## src/rtl/vend_core_multi.sv

```systemverilog
// Purpose: vending controller core with N items, per-item price/stock, credit accumulation and greedy change.
// Latency: vend_valid one cycle after the sel_valid edge; first change coin offered the cycle after VEND or cancel.
// Backpressure: change coins hold code/valid until change_ready; back-to-back coins while change_ready stays high.
module vend_core_multi #(
  parameter int N_ITEMS    = 4,
  parameter int CW         = 8,
  parameter int MAX_CREDIT = 200,
  parameter int STOCK_W    = 4,
  parameter int INIT_STOCK = 5,
  localparam int IW        = (N_ITEMS > 1) ? $clog2(N_ITEMS) : 1
) (
  input  logic                  clk,
  input  logic                  rst_n,
  input  logic                  ena,
  input  logic                  coin_valid,
  input  logic [1:0]            coin_code,
  input  logic                  sel_valid,
  input  logic [IW-1:0]         sel_item,
  input  logic                  cancel,
  input  logic                  restock,
  input  logic [N_ITEMS*CW-1:0] price_bus,
  output logic [CW-1:0]         credit,
  output logic                  vend_valid,
  output logic [IW-1:0]         vend_item,
  output logic                  change_valid,
  output logic [1:0]            change_code,
  input  logic                  change_ready,
  output logic                  coin_reject,
  output logic                  sold_out,
  output logic                  short_credit,
  output logic                  busy
);

  typedef enum logic [1:0] {S_IDLE, S_COLLECT, S_VEND, S_CHANGE} state_t;

  localparam logic [CW:0]      MAX_W    = (CW+1)'(MAX_CREDIT);
  localparam logic [IW:0]      N_W      = (IW+1)'(N_ITEMS);
  localparam logic [STOCK_W-1:0] STOCK_INIT = STOCK_W'(INIT_STOCK);

  state_t               state;
  logic [STOCK_W-1:0]   stock [N_ITEMS];
  logic [CW-1:0]        price [N_ITEMS];
  logic [CW:0]          coin_sum;
  logic [CW-1:0]        vend_rem;
  logic [CW-1:0]        change_rem;
  logic                 sel_ok;

  // Unit value of a coin code.
  function automatic logic [CW-1:0] coin_value(input logic [1:0] code);
    case (code)
      2'b00:   coin_value = CW'(1);
      2'b01:   coin_value = CW'(5);
      2'b10:   coin_value = CW'(10);
      default: coin_value = CW'(25);
    endcase
  endfunction

  // Largest coin not exceeding the amount still owed.
  function automatic logic [1:0] greedy_code(input logic [CW-1:0] amt);
    if (amt >= CW'(25))      greedy_code = 2'b11;
    else if (amt >= CW'(10)) greedy_code = 2'b10;
    else if (amt >= CW'(5))  greedy_code = 2'b01;
    else                     greedy_code = 2'b00;
  endfunction

  for (genvar i = 0; i < N_ITEMS; i++) begin : g_price
    assign price[i] = price_bus[i*CW +: CW];
  end

  // Sum is one bit wider than credit so an overflowing coin is caught instead of wrapping.
  assign coin_sum   = {1'b0, credit} + {1'b0, coin_value(coin_code)};
  assign vend_rem   = credit - price[vend_item];
  assign change_rem = credit - coin_value(change_code);
  assign sel_ok     = ({1'b0, sel_item} < N_W);

  // Controller FSM: all outputs registered, pulses default low every cycle.
  always_ff @(posedge clk or negedge rst_n) begin
    if (!rst_n) begin
      state        <= S_IDLE;
      credit       <= '0;
      vend_valid   <= 1'b0;
      vend_item    <= '0;
      change_valid <= 1'b0;
      change_code  <= 2'b00;
      coin_reject  <= 1'b0;
      sold_out     <= 1'b0;
      short_credit <= 1'b0;
      busy         <= 1'b0;
      for (int i = 0; i < N_ITEMS; i++) stock[i] <= STOCK_INIT;
    end else begin
      vend_valid   <= 1'b0;
      coin_reject  <= 1'b0;
      sold_out     <= 1'b0;
      short_credit <= 1'b0;
      if (ena) begin
        case (state)
          S_IDLE, S_COLLECT: begin
            if (cancel) begin
              // A coin landing with cancel loses to it and is handed back.
              if (coin_valid) coin_reject <= 1'b1;
              if (state == S_COLLECT) begin
                state        <= S_CHANGE;
                busy         <= 1'b1;
                change_valid <= 1'b1;
                change_code  <= greedy_code(credit);
              end
            end else if (sel_valid) begin
              if (coin_valid) coin_reject <= 1'b1;
              if (sel_ok) begin
                if (stock[sel_item] == '0) begin
                  sold_out <= 1'b1;
                end else if (credit < price[sel_item]) begin
                  short_credit <= 1'b1;
                end else begin
                  state      <= S_VEND;
                  busy       <= 1'b1;
                  vend_valid <= 1'b1;
                  vend_item  <= sel_item;
                end
              end
            end else if (coin_valid) begin
              if (coin_sum <= MAX_W) begin
                credit <= coin_sum[CW-1:0];
                state  <= S_COLLECT;
              end else begin
                coin_reject <= 1'b1;
              end
            end
            if (restock && state == S_IDLE) begin
              for (int i = 0; i < N_ITEMS; i++) stock[i] <= STOCK_INIT;
            end
          end
          S_VEND: begin
            if (coin_valid) coin_reject <= 1'b1;
            if (stock[vend_item] != '0) stock[vend_item] <= stock[vend_item] - STOCK_W'(1);
            credit <= vend_rem;
            if (vend_rem != '0) begin
              state        <= S_CHANGE;
              change_valid <= 1'b1;
              change_code  <= greedy_code(vend_rem);
            end else begin
              state <= S_IDLE;
              busy  <= 1'b0;
            end
          end
          S_CHANGE: begin
            if (coin_valid) coin_reject <= 1'b1;
            if (change_ready && change_valid) begin
              credit <= change_rem;
              if (change_rem == '0) begin
                change_valid <= 1'b0;
                state        <= S_IDLE;
                busy         <= 1'b0;
              end else begin
                change_code <= greedy_code(change_rem);
              end
            end
          end
          default: begin
            state <= S_IDLE;
            busy  <= 1'b0;
          end
        endcase
      end
    end
  end

endmodule
```

## config.mk

```make
export PLATFORM = sky130hd
export DESIGN_NAME = vend_core_multi
export DESIGN_NICKNAME = d
export VERILOG_FILES = /design/src/rtl/vend_core_multi.sv
export SDC_FILE = /design/constraint.sdc
export NUM_CORES = 1
export LEC_CHECK = 0
export ABC_AREA = 1
export CORE_MARGIN = 4
export CORE_UTILIZATION = 55
export DETAILED_ROUTE_END_ITERATION = 10
export PLACE_DENSITY = 0.82
export SYNTH_ARGS = -nofsm -noshare
export SYNTH_HDL_FRONTEND = slang
export SYNTH_SLANG_ARGS = --single-unit
export TNS_END_PERCENT = 5
```

## constraint.sdc

```tcl
create_clock -name clk -period 3.25 [get_ports clk]
set_input_delay 0.8125 -clock clk [delete_from_list [all_inputs] [get_ports clk]]
set_output_delay 0.8125 -clock clk [all_outputs]
set_load 0.01 [all_outputs]
```

==> impl_metrics.env <==
export IMPL_postSynthCellCount=588
export IMPL_synthTopCellsByCount="nand2_1, inv_1, nand3_1, nor2_1, o21ai_0"
export IMPL_grt_use_total_pct=26.0
export IMPL_finalCritPeriodShare_pct=93.5
export IMPL_synth_edff_count=0
export IMPL_critPathMaxFanout=4
export IMPL_stdcell_count=755
export IMPL_rows=30
export IMPL_synth_top_family_by_area="simple AND/OR/NAND/NOR gates"
export IMPL_clkSlewWorstSetupHoldPaths_ps=80
export IMPL_nets=733
export IMPL_path_cells="clkdlybuf4s50_1, a22oi_1, nand2_1, ha_1, inv_1, fa_2, inv_1, nand2_1, nor2_1, inv_1, nor2_2, nand4_1, nand3b_1, inv_1, nand2_1, nand2_1"
export IMPL_cp_endpoint="change_code[0]$_DFFE_PN0P_"
export IMPL_end_kind="flop"
export IMPL_synth_simple_area_share_pct=34.6
export IMPL_cts_tree="done"
export IMPL_critPathMaxStageDelay_ps=450
export IMPL_startpoint_type="input port"
export IMPL_wl_per_cell_um=14.4
export IMPL_grt_pass1_wl_um=18100
export IMPL_initial_core_util_pct=56.4
export IMPL_p_leak_nw=2.27
export IMPL_maxSlewViolCount=0
export IMPL_syn_cell_area_um2=3830
export IMPL_ys_types=42
export IMPL_reg2reg_depth=23
export IMPL_synth_compound_area_share_pct=18.7
export IMPL_pre_cts_slack_ps=-102
export IMPL_slowest_stage="clkdlybuf4s50_1"
export IMPL_drv_cap=0
export IMPL_grt_max_degree=37
export IMPL_synth_area_leaders="dfrtp_1, nand2_1, ha_1, inv_1, nand3_1"
export IMPL_ys_seq_area_share_pct=23.8
export IMPL_synthAdderAreaFrac_pct=10.7
export IMPL_hold_viol_final=0
export IMPL_grt_pass1_vias=3935
export IMPL_core_um2=6790
export IMPL_ios=62
export IMPL_die_area_um2=8370
export IMPL_antenna_cells=0
export IMPL_fill_cells=556
export IMPL_port_buffers=61
export IMPL_fmax_ghz=0.329
export IMPL_ys_seq_elements=36
export IMPL_cts_max_level=2
export IMPL_worst_pin_slew_ps=811
export IMPL_ir_drop_v=0.000750
export IMPL_r2r_start="vend_item[1]$_DFFE_PN0P_"
export IMPL_path_class="in -> reg"
export IMPL_yosysTopAreaCell="dfrtp_1"
export IMPL_layout_setup_ws_ps=211
export IMPL_cts_made_buffers=5
export IMPL_cp_startpoint="price_bus[0]"
export IMPL_ys_warn_count=0
export IMPL_async_reset_ff_share_pct=100
export IMPL_clock_path_buffers=2
export IMPL_finalWirelength_um=10900
export IMPL_clkLatencyLatePin_ps=300
export IMPL_synth_xor_area_share_pct=2.06
export IMPL_final_min_clock_period_ps=3040
export IMPL_antenna_found_initial=0
export IMPL_dp_hpwl_um=8540
export IMPL_cts_num_sinks=36
export IMPL_vias_per_cell=5.59
export IMPL_grt_ovfl_total=0
export IMPL_clock_skew_ps=5.67
export IMPL_critical_path_arrival_ps=3240
export IMPL_dr_pass1_iters=6
export IMPL_die_h_um=91.5
export IMPL_synthFlopType="dfrtp_1"
export IMPL_die_w_um=91.5
export IMPL_slew_limit_headroom_pct=45.9
export IMPL_cp_required_ps=3450
export IMPL_muxShareOfSynthArea_pct=0
export IMPL_drt_iter0_drc=308
export IMPL_drc=0
export IMPL_power_density_nw_per_um2=1140
export IMPL_drive_gt1_share_pct=13.5
export IMPL_syn_num_nets=663
export IMPL_outcome="finished clean"
export IMPL_vias=4224
export IMPL_min_path_type="reg -> reg"
export IMPL_timing_rr_end="change_code[0]$_DFFE_PN0P_"
export IMPL_gp_congestion=0.971
export IMPL_cts_root_buf="clkbuf_8"
export IMPL_synth_most_common_cell="nand2_1"
export IMPL_ant_nets=0
export IMPL_finalSetupViolCount=0
export IMPL_r2r_slack_ps=340
export IMPL_syn_avg_cell_area_um2=6.52
export IMPL_post_place_cells=747
export IMPL_synth_top_area_share_pct=18.3
export IMPL_postCtsHoldBufs=0
export IMPL_synthToLayoutAreaGrowth_pct=23.8
cells by family (layout without fill, tap and decap cells):
logic type / Yosys count / in the layout
adders and majority gates: 31 / 31
buffers and inverters: 96 / 167
DFF: 36 / 36
xor gates and xnor gates: 9 / 9
AOI/OAI and AO/OA: 116 / 116
and+or+nand+nor: 300 / 300
where the power goes:
part / total, mW / internal, mW / switching [mW]
Sequential: 0.938 / 0.649 / 0.288
Clock: 0.332 / 0.150 / 0.183
Combinational: 4.15 / 1.62 / 2.53
Total: 5.42 / 2.42 / 3.00
area by class of cell:
| type | count | area, um2 | area share, % |
|---|---|---|---|
| clock buffers | 5 | 68.8 | 1.45 |
| clock inverters | 3 | 18.8 | 0.396 |
| inverters | 82 | 308 | 6.49 |
| multi-input cells | 456 | 2570 | 54.1 |
| flip-flops and latches | 36 | 912 | 19.2 |
| well taps | 96 | 120 | 2.53 |
| repair buffers | 77 | 751 | 15.8 |
through the flow:
| step | utilization (%) | instance area [um2] | TNS, ps | power (mW) | hold WS (ps) |
|---|---|---|---|---|---|
| floorplan | - | 3830 | 0 | 3.74 | 458 |
| global placement | 68.0 | 4620 | -5.79 | 4.79 | 468 |
| detailed placement | 68.0 | 4620 | -763 | 4.89 | 463 |
| CTS | 69.3 | 4710 | 0 | 5.28 | 481 |
| global route | 69.8 | 4740 | -3.95 | 5.97 | 504 |
| finish | 69.8 | 4740 | 0 | 5.42 | 487 |
worst min-delay path by stage:
stage,start,to,slack (ps),cells past startpoint
global placement,busy$_DFFE_PN0P_,busy$_DFFE_PN0P_,470,2
floorplan,stock[12]$_DFFE_PN1P_,stock[12]$_DFFE_PN1P_,460,2
global route,busy$_DFFE_PN0P_,busy$_DFFE_PN0P_,500,2
finish,busy$_DFFE_PN0P_,busy$_DFFE_PN0P_,490,2
CTS,busy$_DFFE_PN0P_,busy$_DFFE_PN0P_,480,2
detailed placement,busy$_DFFE_PN0P_,busy$_DFFE_PN0P_,460,2
worst max-delay path, delay by kind of cell:
family,cells,cell delay [ps]
adders and majority gates,2,630
and+or+nand+nor,8,820
buffers and inverters,5,760
AOI/OAI and AO/OA,1,210
flip-flops by register name (all words and copies together) (netlist names):
name,cells
sold_out,1
busy,1
stock,16
change_valid,1
state,2
change_code,2
credit,8
short_credit,1
coin_reject,1
vend_item,2
vend_valid,1
routing by layer:
metal / GRT usage [%] / vias up / wire (um)
met5: 0 / - / 0
met4: 6.16 / 0 / 163
met3: 3.15 / 22 / 664
met2: 45.4 / 157 / 5390
met1: 34.1 / 1964 / 4630
li1: - / 2081 / -
timing repair:
item | CTS | global route
gates resized for setup | 0 | 10
buffers inserted | 0 | 0
endpoints found under the setup margin | 0 | 6
placed cells by master (no fill, tap or decap), types with 5 or more instances in the layout:
cell type        netlist  routed
xor2_1                 5       5
nand3_1               47      47
ha_1                  28      28
nand2_1              160     159
nor2_1                47      45
nand4_1                9       9
clkbuf_8               0       5
o21ai_1               21      22
a21oi_2                6       6
dfrtp_1               28      27
inv_2                 11      11
dfstp_2                8       8
o21ai_0               34      33
nor3_1                 7       7
nand2_2               11      12
buf_4                  4      14
clkdlybuf4s50_1        0      60
o221ai_1               6       6
a21oi_1               24      24
nor2_2                 6       7
inv_1                 71      71
Note: power is estimated with default switching activity, not from simulation.
